<file path="src/rtl/secret_result_sink.sv">
`default_nettype none
// ============================================================================
// Module      : secret_result_sink
// Description : Consumer of the per-cycle (cycle value, task result) stream.
//               Samples are buffered in a small FIFO. Every sample popped by
//               the downstream reader is checked against two rules:
//                 - offset rule   : (res - cyc) mod 2^WIDTH == RES_OFS
//                 - sequence rule : cyc == previous cyc + STEP (mod 2^WIDTH)
//               Sticky done/error flags report the outcome to the test top.
//
// Ports       : clk        clock
//               rst        synchronous reset, active-high
//               in_valid   upstream sample present
//               in_cyc     upstream cycle value       [WIDTH]
//               in_res     upstream task result       [WIDTH]
//               in_ready   FIFO can accept a sample (= !full)
//               out_valid  head sample available (= !empty)
//               out_cyc    head cycle value, 0 when empty [WIDTH]
//               out_ready  downstream accepts head
//               done       sticky, END_VAL sample drained with no error
//               error      sticky, a sequence or offset rule was violated
//               err_cnt    violation count [8]
//
// Options     : SECRET_RESULT_SINK_STATS_EN
//               Defined   : violations are counted (saturating at 255) and
//                           checking continues in RUN; END_VAL completes
//                           only when no violation has been seen.
//               Undefined : err_cnt is constant 0, first violation -> ERR.
//
// Revision    : 1.0 - initial release
// ============================================================================
module secret_result_sink #(
    parameter int WIDTH   = 32,
    parameter int DEPTH   = 4,
    parameter int STEP    = 1,
    parameter int RES_OFS = 1,
    parameter int END_VAL = 90
) (
    input  logic             clk,
    input  logic             rst,
    input  logic             in_valid,
    input  logic [WIDTH-1:0] in_cyc,
    input  logic [WIDTH-1:0] in_res,
    output logic             in_ready,
    output logic             out_valid,
    output logic [WIDTH-1:0] out_cyc,
    input  logic             out_ready,
    output logic             done,
    output logic             error,
    output logic [7:0]       err_cnt
);

    localparam int               c_addr_w  = $clog2(DEPTH);
    localparam logic [WIDTH-1:0] c_step    = WIDTH'(STEP);
    localparam logic [WIDTH-1:0] c_res_ofs = WIDTH'(RES_OFS);
    localparam logic [WIDTH-1:0] c_end_val = WIDTH'(END_VAL);

    typedef enum logic [1:0] {
        IDLE = 2'd0,
        RUN  = 2'd1,
        DONE = 2'd2,
        ERR  = 2'd3
    } state_t;

    // ------------------------------------------------------------------
    // FIFO storage: each entry holds {res, cyc}
    // ------------------------------------------------------------------
    logic [2*WIDTH-1:0] r_mem [DEPTH];
    logic [c_addr_w:0]  r_wr_ptr;
    logic [c_addr_w:0]  r_rd_ptr;

    logic               w_full;
    logic               w_empty;
    logic               w_push;
    logic               w_pop;
    logic [2*WIDTH-1:0] w_head;
    logic [WIDTH-1:0]   w_head_cyc;
    logic [WIDTH-1:0]   w_head_res;

    // Pointers carry one extra wrap bit: equal low bits with differing
    // wrap bits means the write side has lapped the read side.
    assign w_empty = (r_wr_ptr == r_rd_ptr);
    assign w_full  = (r_wr_ptr[c_addr_w] != r_rd_ptr[c_addr_w]) &&
                     (r_wr_ptr[c_addr_w-1:0] == r_rd_ptr[c_addr_w-1:0]);

    assign in_ready  = !w_full;
    assign out_valid = !w_empty;
    assign w_push    = in_valid && !w_full;
    assign w_pop     = !w_empty && out_ready;

    assign w_head     = r_mem[r_rd_ptr[c_addr_w-1:0]];
    assign w_head_cyc = w_head[WIDTH-1:0];
    assign w_head_res = w_head[2*WIDTH-1:WIDTH];

    // Storage is not reset, so the stale head is masked while empty.
    assign out_cyc = w_empty ? '0 : w_head_cyc;

    always_ff @(posedge clk) begin
        if (w_push) begin
            r_mem[r_wr_ptr[c_addr_w-1:0]] <= {in_res, in_cyc};
        end
    end

    always_ff @(posedge clk) begin
        if (rst) begin
            r_wr_ptr <= '0;
            r_rd_ptr <= '0;
        end else begin
            if (w_push) begin
                r_wr_ptr <= r_wr_ptr + 1'b1;
            end
            if (w_pop) begin
                r_rd_ptr <= r_rd_ptr + 1'b1;
            end
        end
    end

    // ------------------------------------------------------------------
    // Rule checks on the sample being popped this cycle
    // ------------------------------------------------------------------
    state_t           r_state;
    logic             r_done;
    logic             r_error;
    logic             r_have_prev;
    logic [WIDTH-1:0] r_prev;

    logic w_checking;
    logic w_ofs_bad;
    logic w_seq_bad;
    logic w_viol;
    logic w_is_end;

    assign w_checking = (r_state == IDLE) || (r_state == RUN);
    assign w_ofs_bad  = ((w_head_res - w_head_cyc) != c_res_ofs);
    // Without a previous sample (first pop after reset) only the offset
    // rule applies.
    assign w_seq_bad  = r_have_prev && (w_head_cyc != (r_prev + c_step));
    assign w_viol     = w_ofs_bad || w_seq_bad;
    assign w_is_end   = (w_head_cyc == c_end_val);

`ifdef SECRET_RESULT_SINK_STATS_EN
    logic [7:0] r_err_cnt;
    assign err_cnt = r_err_cnt;
`else
    assign err_cnt = 8'd0;
`endif

    assign done  = r_done;
    assign error = r_error;

    always_ff @(posedge clk) begin
        if (rst) begin
            r_state     <= IDLE;
            r_done      <= 1'b0;
            r_error     <= 1'b0;
            r_have_prev <= 1'b0;
            r_prev      <= '0;
`ifdef SECRET_RESULT_SINK_STATS_EN
            r_err_cnt   <= 8'd0;
`endif
        end else begin
            if (w_pop) begin
                r_prev      <= w_head_cyc;
                r_have_prev <= 1'b1;
            end
            // DONE and ERR are absorbing: pops still drain the FIFO but
            // no longer affect the state or the flags.
            if (w_pop && w_checking) begin
`ifdef SECRET_RESULT_SINK_STATS_EN
                if (w_viol) begin
                    r_error <= 1'b1;
                    if (r_err_cnt != 8'hFF) begin
                        r_err_cnt <= r_err_cnt + 8'd1;
                    end
                end
                if (w_is_end) begin
                    if (w_viol || (r_err_cnt != 8'd0)) begin
                        r_state <= ERR;
                    end else begin
                        r_state <= DONE;
                        r_done  <= 1'b1;
                    end
                end else begin
                    r_state <= RUN;
                end
`else
                if (w_viol) begin
                    r_state <= ERR;
                    r_error <= 1'b1;
                end else if (w_is_end) begin
                    r_state <= DONE;
                    r_done  <= 1'b1;
                end else begin
                    r_state <= RUN;
                end
`endif
            end
        end
    end

endmodule
`default_nettype wire
</file>
<file path="config.mk">
export PLATFORM = sky130hd
export DESIGN_NAME = secret_result_sink
export DESIGN_NICKNAME = d
export VERILOG_FILES = /design/src/rtl/secret_result_sink.sv
export SDC_FILE = /design/constraint.sdc
export NUM_CORES = 1
export LEC_CHECK = 0
export BUFFER_PORTS_ARGS = -buffer_cell sky130_fd_sc_hd__buf_2
export CORE_MARGIN = 2
export CORE_UTILIZATION = 50
export DETAILED_ROUTE_END_ITERATION = 8
export PLACE_DENSITY = 0.68
export SLEW_MARGIN = 20
export SYNTH_ARGS = -nofsm -noshare
export SYNTH_HDL_FRONTEND = slang
export SYNTH_SLANG_ARGS = --single-unit
export TNS_END_PERCENT = 10
</file>
<file path="constraint.sdc">
create_clock -name clk -period 16.82 [get_ports clk]
set_input_delay 2.523 -clock clk [delete_from_list [all_inputs] [get_ports clk]]
set_output_delay 2.523 -clock clk [all_outputs]
set_load 0.1 [all_outputs]
</file>
Word-level counts from Yosys, hierarchy flattened
Memories as Yosys holds them, arrays and structs flattened. A register that Yosys moved wholly into a read port is not among the register bits.
Index checks and enable logic that the tools add are counted.
- equal/unequal tests: 7
- multiplexer cells: 7
- add/sub/neg operators: 4
- bitwise logic cells: 1
- reductions and logical operators: 12
- operators with widths (cell ; number):
    $add A32 B1 Y32 const B ; 1
    $eq A32 B7 Y1 const B ; 1
    $mux W32 ; 1
    $ne A32 B1 Y1 const B ; 1
    $ne A32 B32 Y1 ; 1
    $sub A32 B32 Y32 ; 1
    $mux W2 ; 4
    $add A3 B1 Y3 const B ; 2
    $logic_and A1 B1 Y1 ; 5
    $eq A3 B3 Y1 ; 1
    $reduce_and A3 Y1 ; 1
    $eq A2 B1 Y1 const B ; 1
    $eq A2 B2 Y1 ; 1
    $logic_not A1 Y1 ; 2
    $logic_not A2 Y1 ; 1
    $logic_or A1 B1 Y1 ; 2
    $mux W1 ; 2
    $reduce_and A2 Y1 ; 1
    $ne A1 B1 Y1 ; 1
    $not A1 Y1 ; 1
- register bits after elaboration: 43
- memories: 1
- input port bits: 68
- output and inout bits: 44
- memory bits (writable): 256
- logic and storage cells: 39
- memories (name ; depth ; bits a word ; rd ports ; clocked after memory_dff ; wr ports ; line ; text):
    r_mem ; 4 ; 64 ; 1 ; 1 ; 1 ; 68 ; logic [2*WIDTH-1:0] r_mem [DEPTH];

Logic depth before layout (Yosys ltp)
- depth after elaboration: 6
- gate-level depth with buffers: 18

Least setup slack after synthesis
Ideal clock, no wire load.
- path kind: reg2reg
- start point: register (tool-made name)
- end point: register r_state[1]
- arrival: 5.629 ns
- slack: 11.063 ns
- setup time: 0.127 ns
- data required time: 16.693 ns
- stages on the path, launching flop included: 18
- path through: dfxtp_1 > buf_6 > clkbuf_1 > clkbuf_1 > buf_1 > mux4_2 > ha_1 > clkbuf_1 > a21o_1 > a31oi_1 > nor3b_1 > nor4_1 > nand4_1 > or4_1 > or4_1 > or4_4 > nor4b_4 > a31oi_1
- RTL lines (element ; line ; text):
    to (signal assigned) ; 153 ; r_state <= IDLE;
    to (signal assigned) ; 188 ; r_state <= ERR;
    to (signal assigned) ; 191 ; r_state <= DONE;
    to (decl) ; 121 ; state_t r_state;

==> flow_summary.toml <==
[outcome]
outcome = "complete, no violations"

[sta]
finalClockSkew_ns = 0.01609
period_needed_ns = 5.906
setup_viol = 0
finalHoldViolCount = 0
post-route-period-util_pct = 35.11
fin_ws_ns = 10.91
finalSetupTns_ns = 0
slew_viol_final = 0
rsz0062_at_grt = "no"
worst_pin_slew_ns = 1.033
fin_hold_ws_ns = 0.4876
relSlewSlack_pct = 31.12
fmax_mhz = 169.3

[logic_synthesis]
ys_seq_area_share_pct = 60.06
ys_warn_count = 0
syn_area_sq_um = 14270
syn_area_per_cell_sq_um = 13.09
synth.most_common_cell = "edfxtp_1"
synthArstFlopShare_pct = 0
syn_inst = 1090
yosysTopAreaCell = "edfxtp_1"
netlist-cell-type-count = 68
synth.top_cells.by_count = "256 x edfxtp_1, 98 x nand2_1, 95 x nor2_1"
yosys-top-cells-area = "edfxtp_1 54%, mux4_2 8.5%, dfxtp_1 6.2%, ha_1 3.2%, nand2_1 2.6%"
synth_edf_count = 256
synth_top_area_share_pct = 53.89
synth_flop_cell = "edfxtp_1"
synth-seq-cells = 300

[layout]
final_cell_area_sq_um = 16090
drive_gt1_share_pct = 19.57
nets = 1297
ff_latch_area_sq_um = 8576
multi_input_area_sq_um = 5334
area_delta_synth_final_pct = 12.80
n_fill_cell = 2295
final_cells = 1595

[placement]
placedCellCount = 1536
portBuffers = 103
placement.cell_area_sq_um = 15150
post-place-ws_ns = 10.87
place_congestion = 0.9012
hpwl_um = 22550

[hold_path]
hold_class = "register to register"

[clocking]
h-tree-depth = 1
cts_buffer_depth = 3
cts_tree = "built"
holdBufCountCts = 0
cts_made_buffers = 31
clockRootBuffer = "clkbuf_16"
cts.sinks = 300
cts-resized-gates = 0
path_clk_slew_ns = 0.06
cts_setup_buffers = 0
insertion_delay_ns = 0.58

[global_routing]
first_global_vias = 9035
grt_usage_pct = 22.10
antenna_found_initial = 2
grt_overflow = 0
grt_pass1_wl_um = 51720
grt_max_degree = 66

[drt]
finalWirelength_um = 33140
vias_per_cell = 5.824
route.detailed.wl_per_inst_um = 20.78
drt-initial-drc-count = 926
drt_pass1_iterations = 5
route.vias.total = 9289
ant_nets = 0
drcViolationCount = 0

[floorplanning]
start_util_pct = 51.07
dieArea_sq_um = 29900
die_height_um = 172.9
core_area_sq_um = 27930
io_pins = 112
rows = 61
die_w_um = 172.9

[critical_path]
cp-end-kind = "register"
worstPathRequired_ns = 17.27
worst-setup-path-type = "register to register"
crit_fanout = 45
worstPathArrival_ns = 6.35
cp-start-kind = "register"

[power_and_ir_drop]
leakagePower_nw = 5.652
power.density_nw_per_um2 = 161.4
max-vdd-ir-drop_v = 0.0002170

[flow_run]
cap_violations = 0
power by group:
part | total [W] | switching, W | internal (W)
Combinational | 0.00106 | 0.000729 | 0.000332
Sequential | 0.000899 | 0.0000410 | 0.000858
Clock | 0.000637 | 0.000280 | 0.000357
Total | 0.00260 | 0.00105 | 0.00155
worst max-delay path, cell delays in order, from the launching register on:
cell and delay, ns:
dfxtp_4 0.63, buf_4 0.63, mux2_2 0.40, a21oi_1 0.49, ha_1 0.43, a21o_1 0.24
a31oi_1 0.33, nor3b_1 0.10, nor4_1 0.33, nand4_1 0.13, or4_1 0.51, or4_1 0.53
or4_4 0.54, nor4b_4 0.34, o2bb2ai_1 0.12
final timing paths:
check / from / end / slack (ns) / cells past startpoint
max reg2reg: register / error / 10.91 / 14
max: register / error / 10.91 / 14
min: r_prev[1] / r_prev[1] / 0.49 / 2
min reg2reg: r_prev[1] / r_prev[1] / 0.49 / 2
registers in the layout, summed over array words and instances (netlist names), named ones only:
signal,flops
error,1
r_rd_ptr,3
r_have_prev,1
r_state,1
r_wr_ptr,3
r_mem,256
done,1
r_prev,32
cell type report:
type	instances	area share [%]
clock inverters	16	0.7853
well taps	378	2.939
repair buffers	115	3.763
inverters	42	0.9797
diodes	1	0.01555
flip-flops and latches	300	53.29
clock buffers	42	5.077
multi-input cells	701	33.15
layout by cell type, fill, tap and decap left out, types with 9 or more instances in the layout:
cell and n:
nor4_1 12, clkbuf_16 31, nor2_1 95, a31oi_1 9, mux2i_1 18, mux2_2 10
xor2_1 24, xnor2_1 39, edfxtp_1 256, a21oi_1 68, ha_1 37, clkbuf_1 11
nand2_1 98, o21ai_0 28, nand4_1 23, inv_1 42, buf_2 103, dfxtp_1 42
a21o_1 14, nand3_1 29, buf_4 12, o21a_1 9, mux4_2 54, nor3_1 11
stage by stage:
step | utilization, % | total power [W]
global route | 57.61 | 0.002735
floorplan | - | 0.001726
CTS | 57.60 | 0.002605
global placement | 54.22 | 0.001962
finish | 57.61 | 0.002597
detailed placement | 54.22 | 0.001966
cell families (layout without fill, tap and decap cells):
| kind of cell | Yosys count | in the layout | share of synthesized area, % |
|---|---|---|---|
| AND/OR/NAND/NOR | 327 | 327 | 11.05 |
| flip-flops | 300 | 300 | 60.06 |
| adder cells (fa/ha/maj) | 38 | 38 | 3.385 |
| buffers and inverters | 96 | 215 | 2.824 |
| other | 1 | 9 | 0.02629 |
| AO/OA/AOI/OAI | 182 | 182 | 8.113 |
| XOR/XNOR | 63 | 63 | 3.868 |
| multiplexers | 83 | 83 | 10.67 |
per-layer routing:
metal	global-route usage, %	vias to the layer above	wire [um]
li1	-	4347	-
met1	33.58	4555	15330
met2	33.28	331	14690
met3	3.364	54	2200
met4	6.179	2	905
met5	0	-	13
(Power assumes the default switching activity.)
